[config.mk]
export PLATFORM = sky130hd
export DESIGN_NAME = irq_pend_encoder_flat
export DESIGN_NICKNAME = d
export VERILOG_FILES = /design/src/rtl/irq_pend_encoder_if.sv /design/src/rtl/irq_pend_encoder.sv /design/src/flat_wrapper.sv
export SDC_FILE = /design/constraint.sdc
export NUM_CORES = 1
export LEC_CHECK = 0
export BUFFER_PORTS_ARGS = -buffer_cell sky130_fd_sc_hd__buf_2
export CAP_MARGIN = 20
export CELL_PAD_IN_SITES_DETAIL_PLACEMENT = 1
export CELL_PAD_IN_SITES_GLOBAL_PLACEMENT = 1
export CORE_MARGIN = 1.5
export CORE_UTILIZATION = 37
export CTS_CLUSTER_DIAMETER = 30
export DETAILED_ROUTE_END_ITERATION = 6
export GPL_TIMING_DRIVEN = 0
export PLACE_DENSITY_LB_ADDON = 0.3
export SLEW_MARGIN = 20
export SYNTH_ARGS = -nofsm -noshare
export SYNTH_HDL_FRONTEND = slang
export SYNTH_SLANG_ARGS = --single-unit
[constraint.sdc]
create_clock -name clk -period 2.25 [get_ports clk]
set_clock_uncertainty 0.15 [all_clocks]
set_input_delay 0.3375 -clock clk [delete_from_list [all_inputs] [get_ports clk]]
set_output_delay 0.3375 -clock clk [all_outputs]
set_load 0.1 [all_outputs]
[src/rtl/irq_pend_encoder_if.sv]
// Event/mask/handshake bundle for irq_pend_encoder.
// master drives events, mask writes and ready; slave is the encoder.
interface irq_pend_encoder_if;
    logic [7:0] req;
    logic       mask_wr;
    logic [7:0] mask_data;
    logic       ready;
    logic [7:0] mask;
    logic [7:0] pending;
    logic       valid;
    logic [2:0] pos;

    modport master (
        output req, mask_wr, mask_data, ready,
        input  mask, pending, valid, pos
    );

    modport slave (
        input  req, mask_wr, mask_data, ready,
        output mask, pending, valid, pos
    );
endinterface

[src/rtl/irq_pend_encoder.sv]
// Pending-event latch with mask and 8-to-3 priority select offered over valid/ready.
// Optional sticky overflow flags are enabled by defining IRQ_PEND_OVF_EN.
module encoder_8to3 (
    input  logic [7:0] in,
    output logic [2:0] out
);
    // Ascending scan: the last set bit seen (highest index) wins.
    always_comb begin
        out = 3'd0;
        for (int i = 0; i < 8; i++)
            if (in[i]) out = 3'(i);
    end
endmodule

module irq_pend_encoder #(
    parameter logic [7:0] MASK_RST = 8'hFF
) (
    input  logic                 clk,
    input  logic                 rst,
    irq_pend_encoder_if.slave    bus
`ifdef IRQ_PEND_OVF_EN
    ,
    input  logic                 ovf_clr,
    output logic [7:0]           ovf
`endif
);
    logic [7:0] req_d;
    logic [7:0] pend_q;
    logic [7:0] mask_q;
    logic       valid_q;
    logic [2:0] pos_q;
    logic [7:0] rise;
    logic [7:0] clr;
    logic [7:0] vis;
    logic [2:0] enc;
    logic       accept;

    assign rise   = bus.req & ~req_d;
    assign accept = valid_q & bus.ready;
    assign clr    = accept ? (8'h01 << pos_q) : 8'h00;
    assign vis    = pend_q & mask_q;

    encoder_8to3 u_enc (
        .in  (vis),
        .out (enc)
    );

    always_ff @(posedge clk) begin
        if (rst) begin
            req_d   <= 8'h00;
            pend_q  <= 8'h00;
            mask_q  <= MASK_RST;
            valid_q <= 1'b0;
            pos_q   <= 3'd0;
        end else begin
            req_d  <= bus.req;
            // A rise on the bit being cleared keeps it set.
            pend_q <= (pend_q & ~clr) | rise;
            if (bus.mask_wr) mask_q <= bus.mask_data;
            if (accept) begin
                valid_q <= 1'b0;
            end else if (!valid_q) begin
                valid_q <= |vis;
                pos_q   <= enc;
            end
        end
    end

`ifdef IRQ_PEND_OVF_EN
    logic [7:0] ovf_set;
    logic [7:0] ovf_q;

    assign ovf_set = rise & pend_q & ~clr;

    always_ff @(posedge clk) begin
        if (rst)          ovf_q <= 8'h00;
        else if (ovf_clr) ovf_q <= ovf_set;
        else              ovf_q <= ovf_q | ovf_set;
    end

    assign ovf = ovf_q;
`endif

    assign bus.mask    = mask_q;
    assign bus.pending = pend_q;
    assign bus.valid   = valid_q;
    assign bus.pos     = pos_q;
endmodule

[src/flat_wrapper.sv]
// flat-port wrapper written by rule: the top's interface ports become plain ports
module irq_pend_encoder_flat 
#(
    parameter logic [7:0] MASK_RST = 8'hFF
)
  (clk, rst, bus_req, bus_mask_wr, bus_mask_data, bus_ready, bus_mask, bus_pending, bus_valid, bus_pos);
  irq_pend_encoder_if bus_i ();
  input  logic clk;
  input  logic rst;
  input wire logic [$bits(bus_i.req)-1:0] bus_req;
  input wire logic [$bits(bus_i.mask_wr)-1:0] bus_mask_wr;
  input wire logic [$bits(bus_i.mask_data)-1:0] bus_mask_data;
  input wire logic [$bits(bus_i.ready)-1:0] bus_ready;
  output wire logic [$bits(bus_i.mask)-1:0] bus_mask;
  output wire logic [$bits(bus_i.pending)-1:0] bus_pending;
  output wire logic [$bits(bus_i.valid)-1:0] bus_valid;
  output wire logic [$bits(bus_i.pos)-1:0] bus_pos;
  assign bus_i.req = bus_req;
  assign bus_i.mask_wr = bus_mask_wr;
  assign bus_i.mask_data = bus_mask_data;
  assign bus_i.ready = bus_ready;
  assign bus_mask = bus_i.mask;
  assign bus_pending = bus_i.pending;
  assign bus_valid = bus_i.valid;
  assign bus_pos = bus_i.pos;
  irq_pend_encoder #(.MASK_RST(MASK_RST)) u_core (.clk(clk), .rst(rst), .bus(bus_i));
endmodule
# --- After elaboration in Yosys (flattened, before gate mapping) ---
# Index checks and enable logic that the tools add are counted.
word_totals:
  regBits: 28
  wordCells: 27
op_classes:
  shifts: 1
  muxes: 9
  n_bitwise: 9
  n_reduce_logical: 3
op_table:
  columns: ["operator", "count"]
  rows:
  - ["bitwise AND 8 bit", 3]
  - ["2-to-1 mux 3 bit", 6]
  - ["inverter 8 bit", 2]
  - ["2-to-1 mux 8 bit", 1]
  - ["bitwise OR 8 bit", 1]
  - ["OR reduction 8 bit", 1]
  - ["left shift 1 x 3 -> 8 bit, first input constant", 1]
  - ["2-to-1 mux 1 bit", 2]
  - ["inverter 1 bit", 2]
  - ["AND reduction 2 bit", 1]
  - ["OR reduction 2 bit", 1]
  - ["bitwise AND 1 bit", 1]

# --- Longest topological paths before layout ---
logic_depth:
  ltp_word: 8
  mapped_depth: 4
  ltp_nobuf: 4

# --- Modules after synthesis ---
# A second synthesis with hierarchy kept.
unflattened:
  hier_cells: 115
  area_unflattened_um2: 1096.1
by_module_without_submodules:
  columns: ["module", "instances", "cells_each", "area_per_inst_um2", "seq_area_each_um2"]
  rows:
  - ["irq_pend_encoder", 1, 105, 1051.0, 560.5]
  - ["encoder_8to3", 1, 10, 45.0, 0.0]

# --- Least setup slack after synthesis ---
# No wires, ideal clock.
synth_timing:
  path_kind: "register -> register"
  startpoint: "register u_core.valid_q (netlist: u_core.bus.valid)"
  endpoint: "register u_core.pend_q[4] (netlist: u_core.bus.pending[4])"
  setup_ns: 0.124
  arrival_ns: 1.611
  required_ns: 1.976
  slack_ns: 0.365
  stages_incl_launch_ff: 4
  n_path_buf: 0
  synth_period_minus_slack_ns: 1.885
  cell_sequence: "dfxtp_1 > nand3_1 > o31ai_1 > a21oi_1"
synth_via:
  elab_chain_cells: 5
synth_lines:
  columns: ["item", "line", "source"]
  rows:
  - ["from (decl)", "irq_pend_encoder.sv:30", "logic valid_q;"]
  - ["from (signal assigned)", "irq_pend_encoder.sv:63", "valid_q <= |vis;"]
  - ["bitwise AND 1 bit", "irq_pend_encoder.sv:39", "assign accept = valid_q & bus.ready;"]
  - ["2-to-1 mux 8 bit", "irq_pend_encoder.sv:40", "assign clr = accept ? (8'h01 << pos_q) : 8'h00;"]
  - ["inverter 8 bit", "irq_pend_encoder.sv:58", "pend_q <= (pend_q & ~clr) | rise;"]
  - ["bitwise AND 8 bit", "irq_pend_encoder.sv:58", null]
  - ["bitwise OR 8 bit", "irq_pend_encoder.sv:58", null]
  - ["to (signal assigned)", "irq_pend_encoder.sv:58", null]
  - ["to (decl)", "irq_pend_encoder.sv:28", "logic [7:0] pend_q;"]
# No other way between the ends.
# A chain may end at the register's enable or synchronous reset.

# --- Worst setup path after layout ---
layout_timing:
  startpoint: "register u_core.valid_q (netlist: u_core.bus.valid)"
  endpoint: "output bus_valid"
layout_rtl:
  columns: ["item", "line", "source"]
  rows:
  - ["to (decl)", "flat_wrapper.sv:16", "output wire logic [$bits(bus_i.valid)-1:0] bus_valid;"]
# No word-level cell between the ends.

==> metrics.md <==
| Metric | Value |
|---|---|
| Die area | `3170 µm²` |
| Hold Path Depth | `2` |
| Synth warn | `0` |
| Mapped Area | `1050 µm²` |
| Vias in the first global route | `924` |
| Peak VDD IR | `477 µV` |
| Total negative slack | `0 ns` |
| Clk_lat worst skew | `0.33 ns` |
| First-pass GRT wire length | `4250 µm` |
| Min Hold Slack | `0.0476 ns` |
| Final #Nets | `170` |
| Hold Crit Start | `bus_mask_data[0]` |
| Sequential area share after synthesis | `53.4%` |
| Layout cells sized above 1 | `32.4%` |
| Clk root buf | `clkbuf_4` |
| Slowest cell delay on critical path | `0.53 ns` |
| Rows | `19` |
| Post-CTS Repair Setup Buffers | `0` |
| DRT Pass-1 Iters | `4` |
| Crit Reg-Reg Endpoint | `u_core.bus.pending[0]$_SDFF_PP0_` |
| Final hold vios | `0` |
| Die Span X | `56.3 µm` |
| Ys flop type | `dfxtp_1` |
| IO Count | `40` |
| Achievable frequency | `544 MHz` |
| Slew headroom | `67.3%` |
| Cells after Synth | `107` |
| CTS Buffer Depth | `2` |
| R2R Setup Slk | `0.89 ns` |
| Antenna violations before repair | `0` |
| Core area | `2730 µm²` |
| Status | `finished, final reports clean` |
| Final-layout fill cell count | `338` |
| R2r startpoint | `u_core.bus.valid$_SDFF_PP0_` |
| Fin util | `47.6%` |
| Buf+Inv Stages, Crit Path | `1` |
| Final critical-path required period | `1.84 ns` |
| Final setup vio count | `0` |
| Reg2Reg Depth | `3` |
| Max Cap Violations | `0` |
| Asr flop ratio synth | `0%` |
| Final wirelength | `2540 µm` |
| Pre-CTS WS | `0.784 ns` |
| Slew Limit Fails | `0` |
| WP data required | `1.76 ns` |
| Total track usage | `17.5%` |
| Worst-Margin Slew | `0.494 ns` |
| Final GP Congestion | `0.858` |
| Drt wl/cell | `14.2 µm` |
| TritonCTS clock tree | `built` |
| Die H | `56.3 µm` |
| # H-tree levels | `1` |
| Crit path launch type | `flop` |
| Hold Crit Class | `in -> reg` |
| Avg Cell Area, Syn | `9.81 µm²` |
| Initial core utilization | `38.4%` |
| Antenna diodes | `0` |
| CP delay by family, top | `flip-flops` |
| Synth top area cells | `dfxtp_1, nor2b_1, a211o_1` |
| Routed Antenna Nets | `0` |
| Area grow syn2layout | `24.0%` |
| Pwr dens | `880 nW/µm²` |
| Count leader, synth | `dfxtp_1` |
| Cts bufs inserted | `3` |
| Drt drc | `0` |
| Vias after detailed routing | `930` |
| Iteration-0 DRC Markers | `35` |
| Worst-path fanout max | `8` |
| Tcrit/Tclk final | `81.8%` |
| WP data arrival | `1.35 ns` |
| Leading area contributor after synthesis | `dfxtp_1` |
| Vias/cell | `5.20` |
| Worst setup path class | `reg -> out` |
| CP endpoint kind | `output pin` |
| Top-area cell type share of the netlist area | `53.4%` |
| RSZ-0062 raised after global routing | `false` |
| Crit path cell chain | `buf_2` |
| Synthesized Nets | `127` |
| Hold_buf cts | `0` |
| Post-synthesis register bit count | `28` |
| CTS clk-pin slew, worst paths | `0.14 ns` |
| Worst setup margin | `0.410 ns` |
| Clk sink count | `28` |
| Lkg Pwr | `0.586 nW` |
| Register Area | `561 µm²` |
| Buffers on Ports | `38` |
| Grt ovf | `0` |
| Most instantiated cells after synthesis | `dfxtp_1, nor2b_1, a21oi_1, nand2_1, nand2b_1` |
| Endpoint, Worst Hold | `u_core.bus.mask[0]$_SDFFE_PP1P_` |
| Pin count of the biggest net entering global routing | `15` |
| Number of synthesized flops with an enable pin | `0` |
| Post-synth cell types | `20` |
| Cts repair resizes | `0` |
| Area occupied by multi-input gates | `465 µm²` |
| Slowest-stage cell, CP | `dfxtp_1` |
| Placed wire-length estimate | `1970 µm` |
worst max-delay path by stage:
stage | from | end | slack [ns] | cells after the start
after detailed placement | u_core.bus.valid$_SDFF_PP0_ | bus_valid | 0.78 | 1
after CTS | u_core.bus.valid$_SDFF_PP0_ | bus_valid | 0.41 | 1
final | u_core.bus.valid$_SDFF_PP0_ | bus_valid | 0.41 | 1
after global placement | u_core.bus.valid$_SDFF_PP0_ | bus_valid | 0.83 | 1
after floorplan | u_core.bus.valid$_SDFF_PP0_ | u_core.bus.pending[4]$_SDFF_PP0_ | 0.36 | 3
after global routing | u_core.bus.valid$_SDFF_PP0_ | bus_valid | 0.33 | 1
final cells by class:
type / count / area share (%)
inverters: 1 / 0.288
flip-flops and latches: 28 / 43.1
well taps: 31 / 2.98
repair buffers: 38 / 14.6
multi-input cells: 74 / 35.8
clock buffers: 3 / 1.73
plain buffers: 4 / 1.54
cells in the final DEF, fill, tap and decap left out:
cell type,netlist,routed
buf_2,4,42
nand3_1,4,4
o31ai_1,2,2
o21ai_0,6,6
a21oi_2,1,1
nor2b_1,18,18
a221oi_1,1,1
nand2b_1,9,9
and4_4,1,1
nor3_1,1,1
a211o_1,8,8
clkbuf_4,0,3
dfxtp_1,28,28
a221oi_2,1,1
o211a_1,1,1
a21boi_0,1,1
nand3b_1,1,1
a21oi_1,9,9
inv_1,1,1
nand2_1,9,9
a311oi_1,1,1
sequential cells by signal, indices dropped and copies added (netlist names):
register / count
u_core.bus.mask: 8
u_core.bus.pos: 3
u_core.bus.pending: 8
u_core.bus.valid: 1
u_core.req_d: 8
where the power goes:
| part | internal [mW] | switching [mW] |
|---|---|---|
| registers | 0.534 | 0.0353 |
| logic | 0.0796 | 0.289 |
| clock network | 0.0630 | 0.144 |
cell families after synthesis:
| logic type | count (synthesis) | share of synthesized area, % |
|---|---|---|
| DFF | 28 | 53.4 |
| buffers and inverters | 5 | 2.26 |
| AOI/OAI and AO/OA | 31 | 20.9 |
| and+or+nand+nor | 43 | 23.5 |
layer usage:
metal,track usage (%),share of wire (%),vias to the layer above
met5,0,0,-
met2,28.1,48,25
met3,2.30,3.7,7
met4,9.18,2.6,0
met1,22.8,46,440
li1,-,-,458
per-stage QoR:
step           power, mW  std cells  cell area [µm²]
2_1_floorplan      0.876        107             1050
3_3_place_gp       0.943        176             1280
3_5_place_dp       0.952        176             1280
4_1_cts             1.15        179             1300
5_1_grt             1.19        179             1300
6_report            1.15        179             1300
No activity file was read; power rests on OpenSTA's default activity.
